==> src/rtl/tcp_pkg.sv <==
// rtl/tcp_pkg.sv - shared TCP transmit types and constants for the send checksum path
// Purpose: header/payload descriptor structs, pipeline stage struct, protocol constants.
// Ports: none (package). Defines `IP_ADDR_W (32) when not already provided.
`ifndef IP_ADDR_W
`define IP_ADDR_W 32
`endif

package tcp_pkg;

  localparam int FLOWID_W            = 8;
  localparam int PAYLOAD_LEN_FIELD_W = 16;
  localparam int TCP_HDR_BYTES_DEF   = 20;
  localparam logic [7:0] TCP_PROTO_NUM = 8'd6;

  // Index of the checksum word among the ten 16-bit header words (network order).
  localparam int TCP_CSUM_WORD_IDX = 8;

  // Fields in wire order so the packed vector reads MSB-first as network order.
  typedef struct packed {
    logic [15:0] src_port;
    logic [15:0] dst_port;
    logic [31:0] seq_num;
    logic [31:0] ack_num;
    logic [3:0]  data_offset;
    logic [2:0]  reserved;
    logic [8:0]  flags;
    logic [15:0] win_size;
    logic [15:0] chksum;
    logic [15:0] urg_pointer;
  } tcp_pkt_hdr;

  typedef struct packed {
    logic [31:0]                    payload_addr;
    logic [PAYLOAD_LEN_FIELD_W-1:0] payload_len;
  } payload_buf_struct;

  // One pipeline stage: passthrough fields plus the per-stage arithmetic carry-along.
  typedef struct packed {
    logic [FLOWID_W-1:0]   flowid;
    logic [`IP_ADDR_W-1:0] src_ip;
    logic [`IP_ADDR_W-1:0] dst_ip;
    tcp_pkt_hdr            hdr;
    payload_buf_struct     payload;
    logic [15:0]           tcp_len;
    logic [19:0]           sum;
  } send_csum_stage_struct;

endpackage

==> src/rtl/csum_fold16.sv <==
// rtl/csum_fold16.sv - combinational 20-bit to 16-bit one's-complement end-around-carry fold
// Purpose: fold a 20-bit word sum into a 16-bit one's-complement sum (not complemented).
// Ports: sum_in [19:0] raw sum in; fold_out [15:0] folded sum out.
module csum_fold16 (
  input  logic [19:0] sum_in,
  output logic [15:0] fold_out
);

  logic [16:0] f1;

  // Two passes suffice: after the first, the carry is at most 1 and the low
  // half is then small enough that the second add cannot carry again.
  always_comb begin
    f1       = {1'b0, sum_in[15:0]} + {13'b0, sum_in[19:16]};
    fold_out = f1[15:0] + {15'b0, f1[16]};
  end

endmodule

==> src/rtl/send_hdr_csum_pipe.sv <==
// rtl/send_hdr_csum_pipe.sv - three-stage TCP pseudo-header + header partial checksum pipeline
// Purpose: forward merged transmit packets unchanged with a folded, uncomplemented
//   partial checksum over the pseudo-header and 20-byte TCP header (checksum field as 0).
// Ports: clk, rst (sync active-high); src_csum_tx_* input stream (val/flowid/ips/hdr/payload),
//   csum_src_tx_rdy; csum_dst_tx_* output stream plus csum_dst_tx_hdr_csum, dst_csum_tx_rdy.
// Option: SEND_HDR_CSUM_STATS_EN adds csum_stat_pkt_cnt and csum_stat_stall_cnt.
module send_hdr_csum_pipe
  import tcp_pkg::*;
#(
  parameter int PAYLOAD_LEN_W = 16,
  parameter int TCP_HDR_BYTES = TCP_HDR_BYTES_DEF
) (
  input  logic                  clk,
  input  logic                  rst,
  input  logic                  src_csum_tx_val,
  input  logic [FLOWID_W-1:0]   src_csum_tx_flowid,
  input  logic [`IP_ADDR_W-1:0] src_csum_tx_src_ip,
  input  logic [`IP_ADDR_W-1:0] src_csum_tx_dst_ip,
  input  tcp_pkt_hdr            src_csum_tx_tcp_hdr,
  input  payload_buf_struct     src_csum_tx_payload,
  output logic                  csum_src_tx_rdy,
  output logic                  csum_dst_tx_val,
  output logic [FLOWID_W-1:0]   csum_dst_tx_flowid,
  output logic [`IP_ADDR_W-1:0] csum_dst_tx_src_ip,
  output logic [`IP_ADDR_W-1:0] csum_dst_tx_dst_ip,
  output tcp_pkt_hdr            csum_dst_tx_tcp_hdr,
  output payload_buf_struct     csum_dst_tx_payload,
  output logic [15:0]           csum_dst_tx_hdr_csum,
  input  logic                  dst_csum_tx_rdy
`ifdef SEND_HDR_CSUM_STATS_EN
  ,
  output logic [31:0]           csum_stat_pkt_cnt,
  output logic [31:0]           csum_stat_stall_cnt
`endif
);

  send_csum_stage_struct s0_q, s0_d, s1_q, s1_d, s2_q, s2_d;
  logic v0_q, v0_d, v1_q, v1_d, v2_q, v2_d;
  logic adv0, adv1, adv2;
  logic [19:0]  word_sum;
  logic [15:0]  fold16;
  logic [159:0] hdr_bits;

  csum_fold16 u_fold (
    .sum_in   (s1_q.sum),
    .fold_out (fold16)
  );

  // Word sum over the S0 contents: pseudo-header words, then the header words
  // with the checksum word skipped (equivalent to treating it as zero).
  always_comb begin
    hdr_bits = s0_q.hdr;
    word_sum = {4'b0, s0_q.src_ip[31:16]} + {4'b0, s0_q.src_ip[15:0]}
             + {4'b0, s0_q.dst_ip[31:16]} + {4'b0, s0_q.dst_ip[15:0]}
             + {12'b0, TCP_PROTO_NUM} + {4'b0, s0_q.tcp_len};
    for (int i = 0; i < 10; i++) begin
      if (i != TCP_CSUM_WORD_IDX) begin
        word_sum = word_sum + {4'b0, hdr_bits[159-16*i -: 16]};
      end
    end
  end

  // Bubble-collapsing advance chain; ready upstream depends only on state and dst ready.
  always_comb begin
    adv2 = ~v2_q | dst_csum_tx_rdy;
    adv1 = ~v1_q | adv2;
    adv0 = ~v0_q | adv1;

    v0_d = v0_q;
    v1_d = v1_q;
    v2_d = v2_q;
    s0_d = s0_q;
    s1_d = s1_q;
    s2_d = s2_q;

    if (adv0) begin
      v0_d = src_csum_tx_val;
      if (src_csum_tx_val) begin
        s0_d.flowid  = src_csum_tx_flowid;
        s0_d.src_ip  = src_csum_tx_src_ip;
        s0_d.dst_ip  = src_csum_tx_dst_ip;
        s0_d.hdr     = src_csum_tx_tcp_hdr;
        s0_d.payload = src_csum_tx_payload;
        // 16-bit length field of the pseudo-header; wraps silently.
        s0_d.tcp_len = 16'(TCP_HDR_BYTES)
                     + 16'(src_csum_tx_payload.payload_len[PAYLOAD_LEN_W-1:0]);
        s0_d.sum     = '0;
      end
    end

    if (adv1) begin
      v1_d = v0_q;
      if (v0_q) begin
        s1_d     = s0_q;
        s1_d.sum = word_sum;
      end
    end

    if (adv2) begin
      v2_d = v1_q;
      if (v1_q) begin
        s2_d     = s1_q;
        s2_d.sum = {4'b0, fold16};
      end
    end
  end

  always_ff @(posedge clk) begin
    if (rst) begin
      v0_q <= 1'b0;
      v1_q <= 1'b0;
      v2_q <= 1'b0;
      s0_q <= '0;
      s1_q <= '0;
      s2_q <= '0;
    end else begin
      v0_q <= v0_d;
      v1_q <= v1_d;
      v2_q <= v2_d;
      s0_q <= s0_d;
      s1_q <= s1_d;
      s2_q <= s2_d;
    end
  end

  assign csum_src_tx_rdy      = adv0;
  assign csum_dst_tx_val      = v2_q;
  assign csum_dst_tx_flowid   = s2_q.flowid;
  assign csum_dst_tx_src_ip   = s2_q.src_ip;
  assign csum_dst_tx_dst_ip   = s2_q.dst_ip;
  assign csum_dst_tx_tcp_hdr  = s2_q.hdr;
  assign csum_dst_tx_payload  = s2_q.payload;
  assign csum_dst_tx_hdr_csum = s2_q.sum[15:0];

`ifdef SEND_HDR_CSUM_STATS_EN
  logic [31:0] pkt_cnt_q, pkt_cnt_d, stall_cnt_q, stall_cnt_d;

  always_comb begin
    pkt_cnt_d   = pkt_cnt_q;
    stall_cnt_d = stall_cnt_q;
    if (v2_q && dst_csum_tx_rdy) pkt_cnt_d = pkt_cnt_q + 32'd1;
    if (v2_q && !dst_csum_tx_rdy) stall_cnt_d = stall_cnt_q + 32'd1;
  end

  always_ff @(posedge clk) begin
    if (rst) begin
      pkt_cnt_q   <= '0;
      stall_cnt_q <= '0;
    end else begin
      pkt_cnt_q   <= pkt_cnt_d;
      stall_cnt_q <= stall_cnt_d;
    end
  end

  assign csum_stat_pkt_cnt   = pkt_cnt_q;
  assign csum_stat_stall_cnt = stall_cnt_q;
`endif

endmodule
==> config.mk <==
export PLATFORM = sky130hd
export DESIGN_NAME = send_hdr_csum_pipe
export DESIGN_NICKNAME = d
export VERILOG_FILES = /design/src/rtl/tcp_pkg.sv /design/src/rtl/csum_fold16.sv /design/src/rtl/send_hdr_csum_pipe.sv
export SDC_FILE = /design/constraint.sdc
export NUM_CORES = 2
export LEC_CHECK = 0
export BUFFER_PORTS_ARGS = -buffer_cell sky130_fd_sc_hd__clkbuf_2
export CORE_ASPECT_RATIO = 1.4
export CORE_MARGIN = 2
export CORE_UTILIZATION = 51
export DETAILED_ROUTE_END_ITERATION = 7
export GPL_TIMING_DRIVEN = 1
export PLACE_DENSITY_LB_ADDON = 0.25
export SLEW_MARGIN = 20
export SYNTH_ARGS = -nofsm -noshare
export SYNTH_HDL_FRONTEND = slang
export SYNTH_HIERARCHICAL = 1
export SYNTH_SLANG_ARGS = --single-unit
==> constraint.sdc <==
create_clock -name clk -period 4.7 [get_ports clk]
set_clock_uncertainty 0.05 [all_clocks]
set_input_delay 0.94 -clock clk [delete_from_list [all_inputs] [get_ports clk]]
set_output_delay 0.94 -clock clk [all_outputs]
set_load 0.01 [all_outputs]
==> out/results.ini <==
[placed_design]
gp_congestion = 0.901
io_buffers = 581
hpwl_um = 87400

[detailed_routing]
wl_per_cell_um = 19.3
drt_drc_violations_left = 0
vias = 33011
drt_wl_total_um = 121000
drt_iter0_drc = 2484
viasPerCell = 5.25
dr.pass1.iters = 6
final_antenna_net_count = 0

[floorplan]
io_pins = 582
die_area_mm2 = 0.0757
placementRows = 117
coreArea_mm2 = 0.0728
start_util_pct = 51.5
fp.dieW_um = 233
fp.dieH_um = 325

[run_status]
violations = setup timing
outcome = finished with violations

[synthesis]
synth_cells = 4647
ys_async_sr_fraction_pct = 0
yosysUniqueCellTypes = 64
ys_ff_latch = 893
synth_area_leaders = dfxtp_1 (48%), nand2_1 (18%), a21oi_1 (12%), fa_1 (10%), inv_1 (3.4%)
yosysMostFrequentCell = nand2_1
synth_top_area_cell = dfxtp_1
synth_ff_type = dfxtp_1
synth.avg_cell_area_um2 = 8.06
seq_area_frac_synth_pct = 47.7
ys_warn_count = 6
synth_nets = 5160
synth-edff-count = 0
synthTopCellsByCount = nand2_1 (1763), dfxtp_1 (893), a21oi_1 (882)
synth_area_mm2 = 0.0375
synth_top_area_share_pct = 47.7

[critical_path]
cp_common_cell = fa_1
worstSetupPathType = register to register
cpMaxStageDelayCell = fa_2
slowest_delay_ns = 0.55
cp-end-kind = register
start_kind = register
ff2ff_path_depth = 17
crit_buf_inv = 4
path_delay_family = adder cells
cp_data_arrival_time_ns = 5.74
cp_cell_sequence = inv_2 -> fa_2 -> inv_1 -> fa_1 -> fa_1 -> fa_1 -> fa_1 -> inv_1 -> fa_1 -> inv_1 -> ha_4 -> a21o_1 -> a21o_1 -> a21oi_4 -> nand4_1 -> and3_1 -> a311o_1
required_ns = 5.19
cp.depth = 17
r2r_slack_ns = -0.54
cp_max_fo = 5

[worst_hold_path]
hold_path_depth = 2
hold_path_class = register to register

[cells_and_area]
drive_gt1_share_pct = 21.0
areaGrowthSynthToFinish_pct = 22.9
nFillCells = 6535
fin_nets = 5777

[clock_tree]
clockBufferDepth = 3
cts-root-buf = clkbuf_16
cts_buffers = 85
postCtsHoldBufs = 0
clock_sinks = 893
insertion_delay_ns = 0.66
h-tree-depth = 3
cts_tree = done
clkTransAtPathRegs_ns = 0.07

[sta]
hold_viol = 0
finalSetupTns_ns = -5.78
relSlewSlack_pct = 32.3
layout_setup_ws_ns = -0.545
finalSetupViolCount = 17
rsz0062_at_grt = yes
worst_pin_slew_ns = 1.02
slew_violations = 0
fmax_mhz = 191
period_share_pct = 112
finalCriticalPeriod_ns = 5.24

[power_and_ir_drop]
ir_drop_v = 0.000701
p_seq_share_pct = 32.2
power.total_uw = 25000
combPwrFrac_pct = 38.7
p_int_uw = 16600
power.switching_uw = 8450
power_density_mw_per_mm2 = 543
clkPwrFrac_pct = 29.2
switching_share_pct = 33.8
leakage_uw = 0.0190

[global_route]
grt_pass1_wl_um = 183000
grt_usage_pct = 31.6
grt_pass1_vias = 31902
overflow = 0
grt_max_degree = 159
antenna_found_initial = 20

[job]
cap_violations = 0

per-stage QoR:
step                std cells  utilization (%)  hold slack [ns]  instance area, µm²  worst slack, ns
floorplan                4647                -            0.379               37700           -0.192
global placement         6123             58.7            0.385               42700           -0.541
detailed placement       6123             58.7            0.392               42700           -0.583
CTS                      6281             63.2            0.392               46000           -0.542
global route             6290             63.3            0.412               46000           -0.731
finish                   6293             63.3            0.391               46100           -0.545
worst min-delay path, delay by kind of cell (launching register included):
kind / cells / cell delay, ns
and+or+nand+nor: 1 / 0.05
DFF: 1 / 0.31
AOI/OAI and AO/OA: 1 / 0.05
state kept, by name, summed over array words and instances (netlist names), 8 cells and up:
name and flops:
s1_q 300, csum_dst_tx_tcp_hdr 160, hdr_bits 160, s0_q 134, csum_dst_tx_payload 48, csum_dst_tx_dst_ip 32, csum_dst_tx_src_ip 32, csum_dst_tx_hdr_csum 16
csum_dst_tx_flowid 8
power by group through the flow:
| stage | Clock, µW | Combinational, µW | Sequential, µW |
|---|---|---|---|
| 5_1_grt | 7680 | 10600 | 8070 |
| 4_1_cts | 7390 | 9490 | 8040 |
| 2_1_floorplan | 0 | 5750 | 8130 |
| 6_report | 7290 | 9670 | 8050 |
| 3_5_place_dp | 0 | 8620 | 8210 |
| 3_3_place_gp | 0 | 8580 | 8200 |
repair_timing:
item | CTS | global route
pin swaps | 49 | 19
gates resized for setup | 80 | 18
buffers inserted | 4 | 3
endpoints found under the setup margin | 17 | 17
routing by layer:
layer  track usage (%)  wire, µm  share of wire [%]
met1              38.5     47900                 39
met4              14.8      5920                4.9
met3              7.10      8760                7.2
met5                 0       142               0.12
met2              52.6     58600                 48
layout make-up:
type | instances | area [µm²] | area share, %
Sequential cell | 893 | 17900 | 38.9
Multi-Input combinational cell | 3115 | 17500 | 38.0
Clock inverter | 45 | 589 | 1.28
Antenna cell | 10 | 25.0 | 0.0543
Clock buffer | 109 | 2390 | 5.19
Tap cell | 952 | 1190 | 2.59
Timing Repair Buffer | 834 | 5200 | 11.3
Inverter | 335 | 1260 | 2.73
logic make-up after synthesis:
logic type                 count (synthesis)  synth area share [%]
buffers and inverters                    639                  6.80
and+or+nand+nor                         1876                  19.5
xor gates and xnor gates                  42                  1.00
DFF                                      893                  47.7
AOI/OAI and AO/OA                        967                  13.5
muxes                                      1                0.0267
adders and majority gates                229                  11.5
layout by cell type (no fill, tap or decap), types with 9 or more instances in the layout:
cell type and instances:
a211oi_1 10, a21oi_1 872, buf_12 29, buf_4 219, bufinv_16 10, clkbuf_16 86, clkbuf_2 580, clkbuf_8 15
clkinv_2 18, dfxtp_1 866, dfxtp_2 26, diode_2 10, fa_1 173, fa_2 18, ha_1 25, ha_4 13
inv_1 307, inv_2 28, nand2_1 1757, nand3_1 12, nand3b_1 16, nor2_1 34, o21ai_0 10, o21ai_1 9
xnor2_1 22, xor2_1 15
path summary, 6_finish.rpt:
| kind | from | end |
|---|---|---|
| setup reg to reg | s0_q[282] | s1_q[16] |
| setup / recovery | s0_q[282] | s1_q[16] |
| hold reg to reg | s0_q[46] | s1_q[46] |
| hold / removal | s0_q[46] | s1_q[46] |
No activity file was read; power rests on OpenSTA's default activity.
